### src/rtl/intdiv_preproc_pkg.sv
// Shared constants and FSM state type for the integer-divide preprocessor.
package intdiv_preproc_pkg;
  localparam int PAD = 4;   // leading zero bits above |X| in the shifter input
  localparam int W32 = 32;  // active width of W64 (word) ops

  typedef enum logic [1:0] {
    IDLE = 2'd0,
    ABS  = 2'd1,
    LZC  = 2'd2,
    HOLD = 2'd3
  } state_e;

  // radix R = 2^LOGR
  function automatic int radix(input int logr);
    return 1 << logr;
  endfunction
endpackage

### src/rtl/intdiv_absneg.sv
// Word-op extension of a raw operand, its sign, and its magnitude.
module intdiv_absneg
  import intdiv_preproc_pkg::*;
#(
  parameter int XLEN = 64
) (
  input  logic [XLEN-1:0] src,
  input  logic            is_signed,
  input  logic            w64,
  output logic [XLEN-1:0] ext,
  output logic [XLEN-1:0] mag,
  output logic            sgn
);
  localparam int HW = (XLEN > W32) ? W32 : XLEN;

  // extend low word for W64 ops, then negate when the operand is negative
  always_comb begin
    ext = src;
    if (w64) begin
      for (int i = HW; i < XLEN; i++) ext[i] = is_signed & src[HW-1];
    end
    sgn = is_signed & ext[XLEN-1];
    mag = sgn ? -ext : ext;
  end
endmodule

### src/rtl/lzc.sv
// Combinational leading-zero counter; lzc(0) = WIDTH.
module lzc #(
  parameter int WIDTH = 64
) (
  input  logic [WIDTH-1:0]             num,
  output logic [$clog2(WIDTH+1)-1:0]   ZeroCnt
);
  localparam int CW = $clog2(WIDTH+1);

  // scan from the MSB, keep the first one found
  always_comb begin
    logic found;
    found   = 1'b0;
    ZeroCnt = CW'(WIDTH);
    for (int i = WIDTH-1; i >= 0; i--) begin
      if (!found && num[i]) begin
        ZeroCnt = CW'(WIDTH-1-i);
        found   = 1'b1;
      end
    end
  end
endmodule

### src/rtl/intdiv_preproc.sv
// Integer-divide preprocessing: |A|,|B|, leading-zero counts, iteration
// count and special-case flags for the normalization shifter / divsqrt FSM.
module intdiv_preproc
  import intdiv_preproc_pkg::*;
#(
  parameter int XLEN    = 64,
  parameter int DIVb    = 64,
  parameter int DIVBLEN = 7,
  parameter int LOGR    = 1
) (
  input  logic                     clk,
  input  logic                     reset,
  input  logic                     Flush,
  input  logic                     InValid,
  output logic                     InReady,
  input  logic [XLEN-1:0]          SrcA,
  input  logic [XLEN-1:0]          SrcB,
  input  logic                     Signed,
  input  logic                     W64,
  output logic                     OutValid,
  input  logic                     OutReady,
  output logic signed [DIVb+3:0]   ShiftInA,
  output logic signed [DIVb+3:0]   ShiftInB,
  output logic [DIVBLEN-1:0]       ShiftAmtA,
  output logic [DIVBLEN-1:0]       ShiftAmtB,
  output logic [DIVBLEN-1:0]       IntCycles,
  output logic                     NegQuot,
  output logic                     NegRem,
  output logic                     DivByZero,
  output logic                     QuotZero,
  output logic                     Overflow
);
  localparam int RADIX = radix(LOGR);
  localparam int OW    = DIVb + PAD;
  localparam int HW    = (XLEN > W32) ? W32 : XLEN;
  localparam int CW    = $clog2(XLEN+1);

  state_e            state_q, state_d;
  logic [XLEN-1:0]   a_q, a_d, b_q, b_d, absa_q, absa_d, absb_q, absb_d;
  logic              signed_q, signed_d, w64_q, w64_d;
  logic              negquot_q, negquot_d, negrem_q, negrem_d, ovf_q, ovf_d;
  logic              dbz_q, dbz_d, qz_q, qz_d, outvalid_q, outvalid_d;
  logic [DIVBLEN-1:0] shamta_q, shamta_d, shamtb_q, shamtb_d, intcyc_q, intcyc_d;

  logic [XLEN-1:0]   ext_a, ext_b, mag_a, mag_b, min_neg;
  logic              sgn_a, sgn_b;
  logic [CW-1:0]     lzc_a, lzc_b;
  logic [DIVBLEN:0]  span;
  logic [OW-1:0]     sin_a, sin_b;

  intdiv_absneg #(.XLEN(XLEN)) u_absneg_a (
    .src(a_q), .is_signed(signed_q), .w64(w64_q), .ext(ext_a), .mag(mag_a), .sgn(sgn_a)
  );
  intdiv_absneg #(.XLEN(XLEN)) u_absneg_b (
    .src(b_q), .is_signed(signed_q), .w64(w64_q), .ext(ext_b), .mag(mag_b), .sgn(sgn_b)
  );

  lzc #(.WIDTH(XLEN)) u_lzc_a (.num(absa_q), .ZeroCnt(lzc_a));
  lzc #(.WIDTH(XLEN)) u_lzc_b (.num(absb_q), .ZeroCnt(lzc_b));

  // most-negative value at the active width, after extension
  always_comb begin
    min_neg = '0;
    min_neg[XLEN-1] = 1'b1;
    if (w64_q) begin
      for (int i = HW-1; i < XLEN; i++) min_neg[i] = 1'b1;
    end
  end

  // next-state and datapath for the four-state sequencer
  always_comb begin
    state_d    = state_q;
    a_d        = a_q;
    b_d        = b_q;
    signed_d   = signed_q;
    w64_d      = w64_q;
    absa_d     = absa_q;
    absb_d     = absb_q;
    negquot_d  = negquot_q;
    negrem_d   = negrem_q;
    ovf_d      = ovf_q;
    dbz_d      = dbz_q;
    qz_d       = qz_q;
    shamta_d   = shamta_q;
    shamtb_d   = shamtb_q;
    intcyc_d   = intcyc_q;
    outvalid_d = outvalid_q;
    // bcount - acount + 1 + (R-1): rounds up on the shift by LOGR
    span = (DIVBLEN+1)'(lzc_b) - (DIVBLEN+1)'(lzc_a) + (DIVBLEN+1)'(RADIX);
    unique case (state_q)
      IDLE: if (InValid) begin
        a_d      = SrcA;
        b_d      = SrcB;
        signed_d = Signed;
        w64_d    = W64;
        state_d  = ABS;
      end
      ABS: begin
        absa_d    = mag_a;
        absb_d    = mag_b;
        negquot_d = (sgn_a ^ sgn_b) & (ext_b != '0);
        negrem_d  = sgn_a;
        ovf_d     = signed_q & (ext_a == min_neg) & (&ext_b);
        state_d   = LZC;
      end
      LZC: begin
        shamta_d   = DIVBLEN'(lzc_a);
        shamtb_d   = DIVBLEN'(lzc_b);
        dbz_d      = (absb_q == '0);
        qz_d       = !dbz_d & ((lzc_a > lzc_b) | (absa_q < absb_q));
        intcyc_d   = (dbz_d | qz_d | (absa_q == '0)) ? '0 : DIVBLEN'(span >> LOGR);
        outvalid_d = 1'b1;
        state_d    = HOLD;
      end
      HOLD: if (OutReady) begin
        outvalid_d = 1'b0;
        state_d    = IDLE;
      end
      default: state_d = IDLE;
    endcase
    // abort wins over accept and over consumer handshake
    if (Flush) begin
      state_d    = IDLE;
      outvalid_d = 1'b0;
      if (state_q == IDLE) begin
        a_d      = a_q;
        b_d      = b_q;
        signed_d = signed_q;
        w64_d    = w64_q;
      end
    end
  end

  // state and all output registers
  always_ff @(posedge clk or posedge reset) begin
    if (reset) begin
      state_q    <= IDLE;
      a_q        <= '0;
      b_q        <= '0;
      signed_q   <= 1'b0;
      w64_q      <= 1'b0;
      absa_q     <= '0;
      absb_q     <= '0;
      negquot_q  <= 1'b0;
      negrem_q   <= 1'b0;
      ovf_q      <= 1'b0;
      dbz_q      <= 1'b0;
      qz_q       <= 1'b0;
      shamta_q   <= '0;
      shamtb_q   <= '0;
      intcyc_q   <= '0;
      outvalid_q <= 1'b0;
    end else begin
      state_q    <= state_d;
      a_q        <= a_d;
      b_q        <= b_d;
      signed_q   <= signed_d;
      w64_q      <= w64_d;
      absa_q     <= absa_d;
      absb_q     <= absb_d;
      negquot_q  <= negquot_d;
      negrem_q   <= negrem_d;
      ovf_q      <= ovf_d;
      dbz_q      <= dbz_d;
      qz_q       <= qz_d;
      shamta_q   <= shamta_d;
      shamtb_q   <= shamtb_d;
      intcyc_q   <= intcyc_d;
      outvalid_q <= outvalid_d;
    end
  end

  assign sin_a     = OW'(absa_q) << (DIVb - XLEN);
  assign sin_b     = OW'(absb_q) << (DIVb - XLEN);
  assign ShiftInA  = sin_a;
  assign ShiftInB  = sin_b;
  assign InReady   = (state_q == IDLE);
  assign OutValid  = outvalid_q;
  assign ShiftAmtA = shamta_q;
  assign ShiftAmtB = shamtb_q;
  assign IntCycles = intcyc_q;
  assign NegQuot   = negquot_q;
  assign NegRem    = negrem_q;
  assign DivByZero = dbz_q;
  assign QuotZero  = qz_q;
  assign Overflow  = ovf_q;
endmodule

### config.mk
export PLATFORM = sky130hd
export DESIGN_NAME = intdiv_preproc
export DESIGN_NICKNAME = d
export VERILOG_FILES = /design/src/rtl/intdiv_preproc_pkg.sv /design/src/rtl/intdiv_absneg.sv /design/src/rtl/lzc.sv /design/src/rtl/intdiv_preproc.sv
export SDC_FILE = /design/constraint.sdc
export NUM_CORES = 1
export LEC_CHECK = 0
export ABC_AREA = 1
export ABC_CLOCK_PERIOD_IN_PS = 8810
export CORE_ASPECT_RATIO = 1.75
export CORE_UTILIZATION = 50
export CTS_CLUSTER_SIZE = 10
export DETAILED_ROUTE_END_ITERATION = 8
export PLACE_DENSITY = 0.78
export SLEW_MARGIN = 30
export SYNTH_ARGS = -nofsm -noshare
export SYNTH_HDL_FRONTEND = slang
export SYNTH_SLANG_ARGS = --single-unit
### constraint.sdc
create_clock -name clk -period 8.81 [get_ports clk]
set_input_delay 0.881 -clock clk [delete_from_list [all_inputs] [get_ports clk]]
set_output_delay 0.881 -clock clk [all_outputs]
set_load 0.05 [all_outputs]
== After elaboration in Yosys (flattened, before gate mapping) ==
Index checks and enable logic that the tools add are counted.
Widths: inputs -> output; s select.
Cells by class
  bitwise operators: 12
  order comparisons: 2
  multiplexer cells: 283
  reduce and logical (&&, ||, !) cells: 261
  equality and inequality tests: 7
  add/sub/neg operators: 4
Operators with widths (number)
  $mux 7: 129
  $mux 64: 10
  $mux 1: 136
  $logic_not 64->1: 2
  $neg 64->64: 2
  $logic_not 1->1: 127
  $logic_and 1x1->1: 126
  $mux 32: 3
  $eq 64x64->1: 1
  $lt 64x64->1: 1
  $reduce_and 64->1: 1
  $reduce_bool 64->1: 1
  $add 8x2->8 const B: 1
  $and 1x1->1: 8
  $pmux 2 s4: 1
  $sub 7x7->8: 1
  $gt 7x7->1: 1
  $mux 2: 3
  $ne 3x3->1 const B: 2
  $eq 2x2->1 const B: 2
  $reduce_and 2->1: 2
  $or 1x1->1: 3
  $reduce_bool 3->1: 1
  $eq 2x1->1 const B: 1
  4 further kinds: 4
Storage, ports and cells
  word-level logic and storage cells: 585
  register bits after elaboration: 287

== Logic depth before layout (Yosys ltp) ==
Gate-level depths: netlist (run 1).
  depth in word-level cells: 196
  depth in mapped cells: 37
  depth with buffers taken out: 37

== Hierarchy ==
Synthesis (run 1) repeated with hierarchy kept, for this count alone.
Unflattened totals
  cells, all modules: 3002
  area total of the unflattened synthesis: 21871.0 sq um
By module, submodules not included
  intdiv_preproc: area each 13678.1 sq um, cells an instance 1366, sequential area each 7181.9 sq um, instances 1
  intdiv_absneg: area each 2811.4 sq um, cells an instance 577, sequential area each 0.0 sq um, instances 2
  lzc: area each 1285.0 sq um, cells an instance 241, sequential area each 0.0 sq um, instances 2

== Worst setup path after synthesis (run 1) ==
No wires, ideal clock.
  path kind: reg2reg
  start: register absa_q[60]
  end: register intcyc_q[6] (netlist: IntCycles[6])
  cell stages (with the launch flop): 36
  buffers on the path: 1
  setup time: 118 ps
  arrival time: 4265 ps
  required time: 8692 ps
  slack: 4427 ps
  cells stage by stage: dfrtp_1 -> nor2_1 -> nand2_1 -> nor2_2 -> nand3_2 -> nor2_2 -> nand3_1 -> nor2_1 -> nand2_1 -> inv_2 -> nand3_2 -> nor3_2 -> buf_4 -> nand2_1 -> nor2_1 -> o211a_1 -> inv_1 -> nand3_1 -> nand2_1 -> nand4_1 -> nand2_1 -> inv_1 -> ha_1 -> inv_1 -> ha_1 -> fa_1 -> nand3_1 -> and2_1 -> inv_1 -> a21oi_1 -> nor2_1 -> nor2_1 -> xnor2_1 -> inv_1 -> nand4_1 -> nand2_1
On the way
  word-level cells in the longest chain between the ends: 188
  elaborated cells on any way between the ends: 252
  those cells by class: 2 x add/sub; 2 x order compare; 122 x mux; 4 x bitwise; 122 x reduce/logical
RTL lines
  from (decl): RTL line intdiv_preproc.sv:39  | logic [XLEN-1:0] a_q, a_d, b_q, b_d, absa_q, absa_d, absb_q, absb_d;
  from (signal assigned): RTL line intdiv_preproc.sv:159  | absa_q <= absa_d;
  $logic_and 1x1->1 (*): RTL line lzc.sv:16  | if (!found && num[i]) begin
  $mux 1: RTL line lzc.sv:16
  $logic_not 1->1: RTL line lzc.sv:16
  $logic_and 1x1->1: RTL line lzc.sv:16
  $mux 1: RTL line lzc.sv:16
  $logic_not 1->1: RTL line lzc.sv:16
  $logic_and 1x1->1: RTL line lzc.sv:16
  $mux 1: RTL line lzc.sv:16
  [169 not listed]
  $logic_and 1x1->1: RTL line lzc.sv:16
  $mux 1: RTL line lzc.sv:16
  $logic_not 1->1: RTL line lzc.sv:16
  $logic_and 1x1->1: RTL line lzc.sv:16
  $mux 7 (*): RTL line lzc.sv:16
  net lzc_a[0]: RTL line intdiv_preproc.sv:47  | logic [CW-1:0] lzc_a, lzc_b;
  parallel branches: the longest is 5 deep, another holds $sub 7x7->8
  $mux 7 (*): RTL line intdiv_preproc.sv:111  | intcyc_d = (dbz_d | qz_d | (absa_q == '0)) ? '0 : DIVBLEN'(span >> LOGR);
  to (signal assigned): RTL line intdiv_preproc.sv:168  | intcyc_q <= intcyc_d;
  to (decl): RTL line intdiv_preproc.sv:43  | logic [DIVBLEN-1:0] shamta_q, shamta_d, shamtb_q, shamtb_d, intcyc_q, intcyc_d;
Mark *: on every way through the listed nets, which the timed path passes.
A chain may end at the register's enable or synchronous reset.

== Worst setup path after layout (run 1) ==
Same ends and word-level chain as after synthesis.

==> flow_metrics.py, run 1 <==
metrics = {
    "cells_and_area": {
        "antenna_cells": 0,
        "final_nets": 2942,
        "drive_above_1_share_pct": 7.051,
        "syn2layout_area_growth_pct": 22.76,
        "nFillCells": 3263,
    },
    "timing": {
        "period_share_pct": 57.67,
        "setup_tns_ns": 0,
        "max-slew-margin-rel_pct": 39.88,
        "hold_viol": 0,
        "rsz0062_at_grt": "no",
        "max_freq_mhz": 196.8,
        "finalMaxSlewViolations": 0,
        "final-setup-viol-count": 0,
        "worst_slew_pin_slew_ns": 0.9017,
        "finalCriticalPeriod_ns": 5.081,
        "finClkSkew_ns": 0.01589,
    },
    "critical_path": {
        "crit_top_cell": "nand2_1",
        "start_kind": "register",
        "rr_startpoint": "absa_q[60]$_DFFE_PP0N_",
        "cp.required_ns": 9.22,
        "r2r_cells": 34,
        "crit_path_end_kind": "register",
        "slowest_delay_ns": 0.53,
        "cp.arrival_ns": 5.49,
        "r2r-end": "IntCycles[6]$_DFFE_PP0N_",
        "critical_path_class": "reg -> reg",
        "crit_slowest_cell": "nor3_2",
        "crit_fanout": 12,
        "critPathLaunch": "absa_q[60]$_DFFE_PP0N_",
        "reg2reg_slack_ns": 3.73,
    },
    "clocking": {
        "clk_pin_slew_ns": 0.05,
        "cts_resized": 0,
        "cts_sinks": 287,
        "postCtsSetupBuffers": 0,
        "root_buffer": "clkbuf_16",
        "htreeDepth": 2,
        "ctsHoldBuffers": 0,
        "insertion_delay_ns": 0.53,
        "cts_buffers": 34,
        "cts_tree": "built",
        "clock_path_buffers": 3,
    },
    "flow_run": {
        "maxCapViolCount": 0,
    },
    "synth": {
        "async_reset_ff_share_pct": 100.0,
        "syn_area_per_cell_sq_um": 7.653,
        "synthesis.area_sq_mm": 0.01881,
        "synth_top_cell_by_area": "dfrtp_1",
        "synth_seq_area_share_pct": 38.18,
        "netlist_instances": 2458,
        "yosysMostFrequentCell": "nand2_1",
        "synth_seq_cells": 287,
        "ys_warn_count": 0,
        "synth-edff-count": 0,
        "yosys.area.top_type_share_pct": 38.18,
        "synth_ff_type": "dfrtp_1",
        "synthTopCellsByCount": "nand2_1, nor2_1, inv_1",
        "synth_area_leaders": "dfrtp_1, nand2_1, nor2_1",
        "yosysUniqueCellTypes": 59,
    },
    "floorplanning": {
        "die_area_sq_mm": 0.03843,
        "die_w_um": 148.6,
        "ioPinCount": 299,
        "coreArea_sq_mm": 0.03689,
        "row_count": 93,
        "fp.dieH_um": 258.6,
        "initial_utilization_pct": 51.00,
    },
    "routing": {
        "dr.pass1.iters": 5,
        "drt_iter0_markers": 1055,
        "totalWireLength_um": 62810,
        "wl_per_cell_um": 19.64,
        "postRouteAntennaNets": 0,
        "vias": 17911,
        "route.detailed.drc": 0,
        "vias_per_cell": 5.601,
    },
    "status": {
        "status": "completed",
    },
    "placed_design": {
        "gp_congestion": 1.003,
        "hpwlAfterDp_um": 49300,
        "port_buffers": 290,
    },
    "global_route": {
        "grt_use_total_pct": 33.12,
        "grt_max_degree": 154,
        "grt_pass1_wl_um": 96660,
        "grt_pass1_vias": 18232,
        "grt-ovfl-total": 0,
        "antenna_found_initial": 0,
    },
    "min_path": {
        "hold_path_depth": 2,
        "hold_class": "reg -> reg",
        "min_to": "IntCycles[6]$_DFFE_PP0N_",
        "hp-start": "IntCycles[6]$_DFFE_PP0N_",
    },
}
routing by layer:
| metal | GRT usage (%) | vias to the layer above | wire [um] |
|---|---|---|---|
| li1 | - | 8634 | - |
| met1 | 32.24 | 8524 | 20710 |
| met2 | 63.16 | 606 | 34180 |
| met3 | 6.690 | 147 | 4124 |
| met4 | 19.47 | 0 | 3796 |
| met5 | 0 | - | 0 |
kinds of logic (layout without fill, tap and decap cells):
| group | after synthesis | in the layout | synth area share (%) |
|---|---|---|---|
| AO/OA/AOI/OAI | 415 | 415 | 12.39 |
| XOR/XNOR | 115 | 115 | 5.354 |
| adder cells (fa/ha/maj) | 88 | 88 | 5.893 |
| buffers and inverters | 404 | 662 | 8.241 |
| flip-flops | 287 | 287 | 38.18 |
| multiplexers | 73 | 73 | 4.370 |
| other | 1 | 8 | 0.01993 |
| AND/OR/NAND/NOR | 1075 | 1075 | 25.55 |
cell usage in the layout, fill, tap and decap left out, types with 3 or more instances in the layout:
cell | netlist | final
o211ai_1 | 25 | 25
o31ai_1 | 11 | 11
o21ai_1 | 5 | 5
xor2_1 | 89 | 89
nand2_2 | 6 | 6
nor2_2 | 9 | 11
nor2_8 | 3 | 3
inv_2 | 9 | 10
nand3_1 | 98 | 97
a211oi_1 | 9 | 9
nand2_1 | 441 | 441
nand3_2 | 4 | 4
clkdlybuf4s50_1 | 0 | 290
a31oi_1 | 9 | 9
nand3b_1 | 9 | 9
nand2_4 | 5 | 5
nor2_4 | 4 | 4
dfrtp_1 | 287 | 287
clkbuf_16 | 0 | 37
a21oi_1 | 115 | 115
nor3_1 | 53 | 52
ha_1 | 87 | 87
o311ai_0 | 5 | 5
xnor2_1 | 26 | 26
o221ai_1 | 3 | 3
conb_1 | 1 | 8
o21ai_0 | 206 | 206
nor4_1 | 28 | 26
o2111ai_1 | 9 | 9
nor2_1 | 320 | 318
nand4_1 | 74 | 74
nor3_2 | 7 | 8
clkbuf_1 | 69 | 3
buf_4 | 9 | 12
mux2_2 | 73 | 73
inv_1 | 305 | 304
o21a_1 | 3 | 3
how the worst max path moves through the flow:
stage,to,slack [ns],cells past startpoint
finish,IntCycles[6]$_DFFE_PP0N_,3.73,34
floorplan,DivByZero$_DFFE_PP0N_,0.008,1
global placement,IntCycles[6]$_DFFE_PP0N_,3.92,34
CTS,IntCycles[6]$_DFFE_PP0N_,3.80,34
detailed placement,IntCycles[6]$_DFFE_PP0N_,3.84,34
global route,IntCycles[6]$_DFFE_PP0N_,3.18,34
sequential cells by signal (all words and copies together), names as in the netlist:
signal     count
b_q           64
Overflow       1
ShiftAmtB      7
absb_q        64
w64_q          1
DivByZero      1
OutValid       1
signed_q       1
NegRem         1
NegQuot        1
QuotZero       1
ShiftAmtA      7
IntCycles      7
state_q        2
a_q           64
absa_q        64
through the flow:
stage	setup slack [ns]	std cells	hold slack [ns]	instance area (sq um)	utilization (%)
3_3_place_gp	3.920	3158	0.4613	22140	60.01
3_5_place_dp	3.841	3158	0.4713	22150	60.04
4_1_cts	3.803	3198	0.4864	23080	62.58
5_1_grt	3.177	3198	0.5075	23090	62.61
2_1_floorplan	0.008348	2465	0.4530	18840	-
6_report	3.729	3198	0.4793	23090	62.61
cell type report:
type | count | area, sq um | share of cell area [%]
clock buffer | 40 | 937.1 | 4.058
inverter | 318 | 1206 | 5.223
timing repair buffer | 304 | 3033 | 13.13
tap | 475 | 594.3 | 2.574
sequential | 287 | 7182 | 31.10
multi-input combinational | 1774 | 10140 | 43.91
critical path, delay by kind of cell, from the launching register on:
kind,cells,cell delay [ns]
xor+xnor,1,0.12
simple gates,22,3.06
buf+inv,6,0.33
flops,1,0.41
fa+ha+maj,3,0.75
compound gates,2,0.28
Power of run 1 is not shown: default switching activity piles up to over one toggle a cycle in this logic, so the estimate is an artifact.
==> run 2: changes to the inputs <==
ABC_CLOCK_PERIOD_IN_PS = 4400   (was 8810)
clock period = 4.4 ns   (was 8.81 ns; I/O delays follow)
==> run 2 against run 1 <==
Compared with the run above: wire length grew 2.6%; critical endpoint unchanged; global-route usage is 0.44 points higher; non-clock buffer count rose by 95; first-iteration DRC count decreased by 0.66%; sequential share of layout area is 1.2 points lower; critical path depth unchanged; register-to-register slack got worse by 3.7 ns.
==> flow_metrics.py, run 2 (synthesized netlist as in run 1, its figures left out) <==
metrics = {
    "min_path": {
        "hold_class": "in -> async",
    },
    "critical_path": {
        "critical_path_class": "reg -> reg",
        "crit_path_end_kind": "register",
        "crit_fanout": 5,
        "reg2reg_slack_ns": 0.03,
        "cp.required_ns": 4.84,
        "start_kind": "register",
        "slowest_delay_ns": 0.38,
        "r2r_cells": 34,
        "rr_startpoint": "absa_q[57]$_DFFE_PP0N_",
        "crit_top_cell": "inv_2",
        "r2r-end": "IntCycles[6]$_DFFE_PP0N_",
        "crit_slowest_cell": "dfrtp_1",
        "cp.arrival_ns": 4.81,
    },
    "clocking": {
        "cts_sinks": 287,
        "clk_pin_slew_ns": 0.06,
        "clock_path_buffers": 3,
        "htreeDepth": 2,
        "cts_buffers": 35,
        "root_buffer": "clkbuf_16",
        "cts_tree": "built",
        "insertion_delay_ns": 0.55,
    },
    "routing": {
        "drt_iter0_markers": 1048,
        "vias_per_cell": 5.621,
        "route.detailed.drc": 0,
        "dr.pass1.iters": 6,
        "wl_per_cell_um": 19.54,
        "totalWireLength_um": 64420,
        "postRouteAntennaNets": 0,
        "vias": 18528,
    },
    "timing": {
        "max-slew-margin-rel_pct": 32.78,
        "period_share_pct": 99.42,
        "rsz0062_at_grt": "yes",
        "finClkSkew_ns": 0.02671,
        "worst_slew_pin_slew_ns": 1.007,
        "max_freq_mhz": 228.6,
        "final-setup-viol-count": 0,
        "setup_tns_ns": 0,
        "finalCriticalPeriod_ns": 4.375,
        "finalMaxSlewViolations": 0,
        "hold_viol": 0,
    },
    "floorplanning": {
        "die_w_um": 148.6,
        "initial_utilization_pct": 51.00,
        "ioPinCount": 299,
        "fp.dieH_um": 258.6,
        "coreArea_sq_mm": 0.03689,
        "die_area_sq_mm": 0.03843,
        "row_count": 93,
    },
    "status": {
        "status": "completed",
    },
    "placed_design": {
        "port_buffers": 290,
        "gp_congestion": 0.9738,
        "hpwlAfterDp_um": 50950,
    },
    "global_route": {
        "antenna_found_initial": 0,
        "grt_use_total_pct": 33.56,
        "grt-ovfl-total": 0,
        "grt_pass1_wl_um": 98540,
        "grt_pass1_vias": 18906,
        "grt_max_degree": 109,
    },
    "cells_and_area": {
        "syn2layout_area_growth_pct": 27.85,
        "final_cell_mix": "nand2_1, nor2_1, inv_1",
        "final_common_cell": "nand2_1",
        "final_nets": 3038,
        "antenna_cells": 0,
        "drive_above_1_share_pct": 11.56,
    },
    "flow_run": {
        "maxCapViolCount": 0,
    },
}
run 2: changes by cell type in the layout (fill, tap and decap cells not counted), sizes merged:
cell | previous run | this run
buf | 14 | 109
clkbuf | 40 | 37
clkinv | 2 | 5
bufinv | 0 | 1
clkinvlp | 0 | 1
inv | 316 | 317
run 2: final cells by class:
class / count / area, sq um
inverter: 318 / 1200
fill: 3211 / 12830
clock inverter: 6 / 66.31
sequential: 287 / 7182
tap: 475 / 594.3
clock buffer: 37 / 893.4
multi-input combinational: 1774 / 10330
timing repair buffer: 399 / 3785
run 2: worst max-delay path: cells and delay by family (launching register included):
kind,cells,cell delay [ns]
AOI/OAI and AO/OA,2,0.27
buffers and inverters,7,0.43
DFF,1,0.38
adders and majority gates,3,0.64
xor gates and xnor gates,1,0.12
and+or+nand+nor,21,2.46
run 2: how the worst max path moves through the flow:
| stage | depth (start not counted) | slack, ns | start | to |
|---|---|---|---|---|
| 5_1_grt | 34 | -0.29 | absa_q[57]$_DFFE_PP0N_ | IntCycles[6]$_DFFE_PP0N_ |
| 3_5_place_dp | 37 | -0.08 | absa_q[60]$_DFFE_PP0N_ | IntCycles[6]$_DFFE_PP0N_ |
| 3_3_place_gp | 34 | 0.07 | absa_q[60]$_DFFE_PP0N_ | IntCycles[6]$_DFFE_PP0N_ |
| 4_1_cts | 30 | 0.02 | absb_q[55]$_DFFE_PP0N_ | IntCycles[6]$_DFFE_PP0N_ |
| 6_report | 34 | 0.03 | absa_q[57]$_DFFE_PP0N_ | IntCycles[6]$_DFFE_PP0N_ |
| 2_1_floorplan | 35 | 0.02 | absa_q[60]$_DFFE_PP0N_ | IntCycles[6]$_DFFE_PP0N_ |
run 2: layer usage:
layer	global-route usage, %	part of all wire, %	vias to the layer above	wire, um
met5	0	0	-	0
met1	32.35	33	8752	21340
met4	22.59	7.5	0	4832
met3	6.637	6.5	236	4210
met2	63.15	53	709	34030
li1	-	-	8831	-
run 2: through the flow:
stage               setup WS [ns]  area, sq um  instances  hold slack [ns]  util, %
detailed placement       -0.07846        22780       3239           0.4673    61.75
floorplan                 0.01659        18840       2465           0.4530        -
CTS                       0.01993        23790       3287           0.2722    64.49
finish                    0.02538        24050       3296           0.2625    65.20
global route              -0.2864        24050       3296           0.3010    65.20
global placement          0.06893        22780       3239           0.4641    61.75
run 2: timing repair:
action                     4_1_cts  5_1_grt
gates resized for setup          4       45
hold buffers                     0        0
gates cloned                     0        1
setup endpoints to repair        1        3
pin swaps                        7       26
buffers inserted                 5        8
Power of run 2 is left out for the same reason.
==> run 3: changes to the inputs <==
CORE_UTILIZATION = 35   (was 50)
CTS_BUF_LIST = sky130_fd_sc_hd__clkbuf_4   (was unset)
PLACE_DENSITY = unset   (was 0.78)
==> run 3 against run 2 <==
Compared with the run above: sequential share of layout area down 0.48 points; cell count up 9.4%; wire length up 8.8%; die area up 42%; critical path depth unchanged; largest cell class unchanged; flip-flop and latch count unchanged; fmax down 0.38%; critical endpoint unchanged; setup slack worse by 0.017 ns; worst hold slack worse by 0.16 ns; core utilization down 19 points; count of clock-buffer cells in the layout up 67.
==> flow_metrics.py, run 3 (synthesized netlist as in run 1, its figures left out) <==
metrics = {
    "floorplanning": {
        "row_count": 112,
        "ioPinCount": 299,
        "coreArea_sq_mm": 0.05325,
        "die_w_um": 177.3,
        "fp.dieH_um": 308.7,
        "initial_utilization_pct": 35.33,
        "die_area_sq_mm": 0.05472,
    },
    "critical_path": {
        "slowest_delay_ns": 0.39,
        "critPathLaunch": "absa_q[56]$_DFFE_PP0N_",
        "crit_path_end_kind": "register",
        "crit_slowest_cell": "dfrtp_1",
        "r2r-end": "IntCycles[6]$_DFFE_PP0N_",
        "reg2reg_slack_ns": 0.008,
        "r2r_cells": 34,
        "cp.arrival_ns": 5.04,
        "rr_startpoint": "absa_q[56]$_DFFE_PP0N_",
        "critical_path_class": "reg -> reg",
        "cp.required_ns": 5.05,
        "crit_path_end": "IntCycles[6]$_DFFE_PP0N_",
        "start_kind": "register",
        "crit_fanout": 5,
        "crit_top_cell": "inv_2",
    },
    "cells_and_area": {
        "final_common_cell": "nand2_1",
        "final_cell_mix": "nand2_1, nor2_1, inv_1",
        "final_nets": 3101,
        "finish.utilization_pct": 45.90,
        "nFillCells": 5491,
        "fin_cells": 3606,
        "drive_above_1_share_pct": 14.48,
        "syn2layout_area_growth_pct": 29.92,
    },
    "global_route": {
        "grt_use_total_pct": 25.83,
        "grt_pass1_vias": 19528,
        "grt_max_degree": 104,
        "grt-ovfl-total": 0,
        "grt_pass1_wl_um": 106700,
        "antenna_found_initial": 1,
    },
    "pwr": {
        "swShare_pct": 54.45,
        "cell_internal_pwr_w": 0.01043,
        "p_per_area_mw_per_mm2": 937.0,
        "power_frac_seq_pct": 23.5,
        "ir_worst_vdd_mv": 0.4870,
        "p_comb_share_pct": 66.2,
        "p_clk_share_pct": 10.3,
        "switchingPower_w": 0.01247,
        "p_leak_nw": 11.49,
    },
    "routing": {
        "postRouteAntennaNets": 0,
        "dr.pass1.iters": 5,
        "vias_per_cell": 5.168,
        "drt_iter0_markers": 873,
        "vias": 18637,
        "wl_per_cell_um": 19.43,
        "route.detailed.drc": 0,
        "totalWireLength_um": 70060,
    },
    "timing": {
        "hold_slack_ns": 0.1010,
        "rsz0062_at_grt": "yes",
        "finalMaxSlewViolations": 0,
        "max_freq_mhz": 227.7,
        "worst_slew_pin_slew_ns": 0.7802,
        "finalCriticalPeriod_ns": 4.392,
        "finClkSkew_ns": 0.06277,
        "max-slew-margin-rel_pct": 47.55,
        "period_share_pct": 99.81,
        "final-setup-viol-count": 0,
        "hold_viol": 0,
    },
    "clocking": {
        "root_buffer": "clkbuf_4",
        "htreeDepth": 3,
        "cts_sinks": 287,
        "cts_buffers": 77,
        "clk_pin_slew_ns": 0.09,
        "insertion_delay_ns": 0.78,
        "cts_tree": "built",
        "clock_path_buffers": 3,
    },
    "placed_design": {
        "port_buffers": 290,
        "hpwlAfterDp_um": 55590,
        "dp_cells": 3463,
        "gp_congestion": 0.9766,
    },
    "status": {
        "status": "completed",
    },
    "flow_run": {
        "maxCapViolCount": 0,
    },
    "min_path": {
        "hold_class": "in -> async",
    },
}
## run 3: critical path, delay by kind of cell (launching register included)
kind,cells,cell delay (ns)
xor gates and xnor gates,1,0.12
adders and majority gates,3,0.68
AOI/OAI and AO/OA,2,0.28
buffers and inverters,7,0.39
and+or+nand+nor,21,2.44
DFF,1,0.39
## run 3: power by group through the flow
stage	combinational (W)	sequential [W]	clock (W)
floorplan	0.00737	0.00731	0
CTS	0.0148	0.00539	0.00246
detailed placement	0.0147	0.00543	0
finish	0.0152	0.00538	0.00236
global placement	0.0145	0.00539	0
global route	0.0166	0.00554	0.00259
## run 3: repair_timing
action,in CTS,in global routing
pin swaps,2,27
endpoints found under the setup margin,1,5
buffers inserted,2,17
gates resized for setup,5,51
hold buffers,0,0
cloned,0,1
## run 3: area by class of cell
| type | count | area, sq um | share of cell area [%] |
|---|---|---|---|
| clock inverters | 18 | 123.9 | 0.5068 |
| multi-input cells | 1774 | 10330 | 42.25 |
| well taps | 684 | 855.8 | 3.502 |
| flip-flops and latches | 287 | 7182 | 29.38 |
| clock buffers | 104 | 780.7 | 3.194 |
| inverters | 318 | 1202 | 4.920 |
| diodes | 1 | 2.502 | 0.01024 |
| repair buffers | 420 | 3968 | 16.23 |
## run 3: how the worst min path moves through the flow
stage	from	end	slack, ns	cells past startpoint
2_1_floorplan	a_q[0]$_DFFE_PP0P_	absa_q[0]$_DFFE_PP0N_	0.45	2
3_3_place_gp	IntCycles[5]$_DFFE_PP0N_	IntCycles[5]$_DFFE_PP0N_	0.46	2
3_5_place_dp	IntCycles[2]$_DFFE_PP0N_	IntCycles[2]$_DFFE_PP0N_	0.47	2
4_1_cts	reset	absa_q[9]$_DFFE_PP0N_	0.04	2
5_1_grt	reset	absa_q[9]$_DFFE_PP0N_	0.13	2
6_report	reset	absa_q[9]$_DFFE_PP0N_	0.10	2
## run 3: layer usage
metal | global-route usage [%] | vias up | wire [um]
met5 | 0 | - | 0
met4 | 15.56 | 0 | 4218
met3 | 6.416 | 192 | 4569
met2 | 48.09 | 609 | 36920
met1 | 25.30 | 8837 | 24360
li1 | - | 8999 | -
## run 3: stage by stage
step	TNS, ns	area (sq um)	power [W]	setup slack, ns
after CTS	0	24120	0.02268	0.01778
after floorplan	0	18840	0.01467	0.01659
after detailed placement	-0.07811	23180	0.02017	-0.07811
after global routing	-0.4532	24440	0.02474	-0.2886
after global placement	0	23180	0.01992	0.01931
final	0	24440	0.02290	0.008496
No activity file was read; power rests on OpenSTA's default activity.
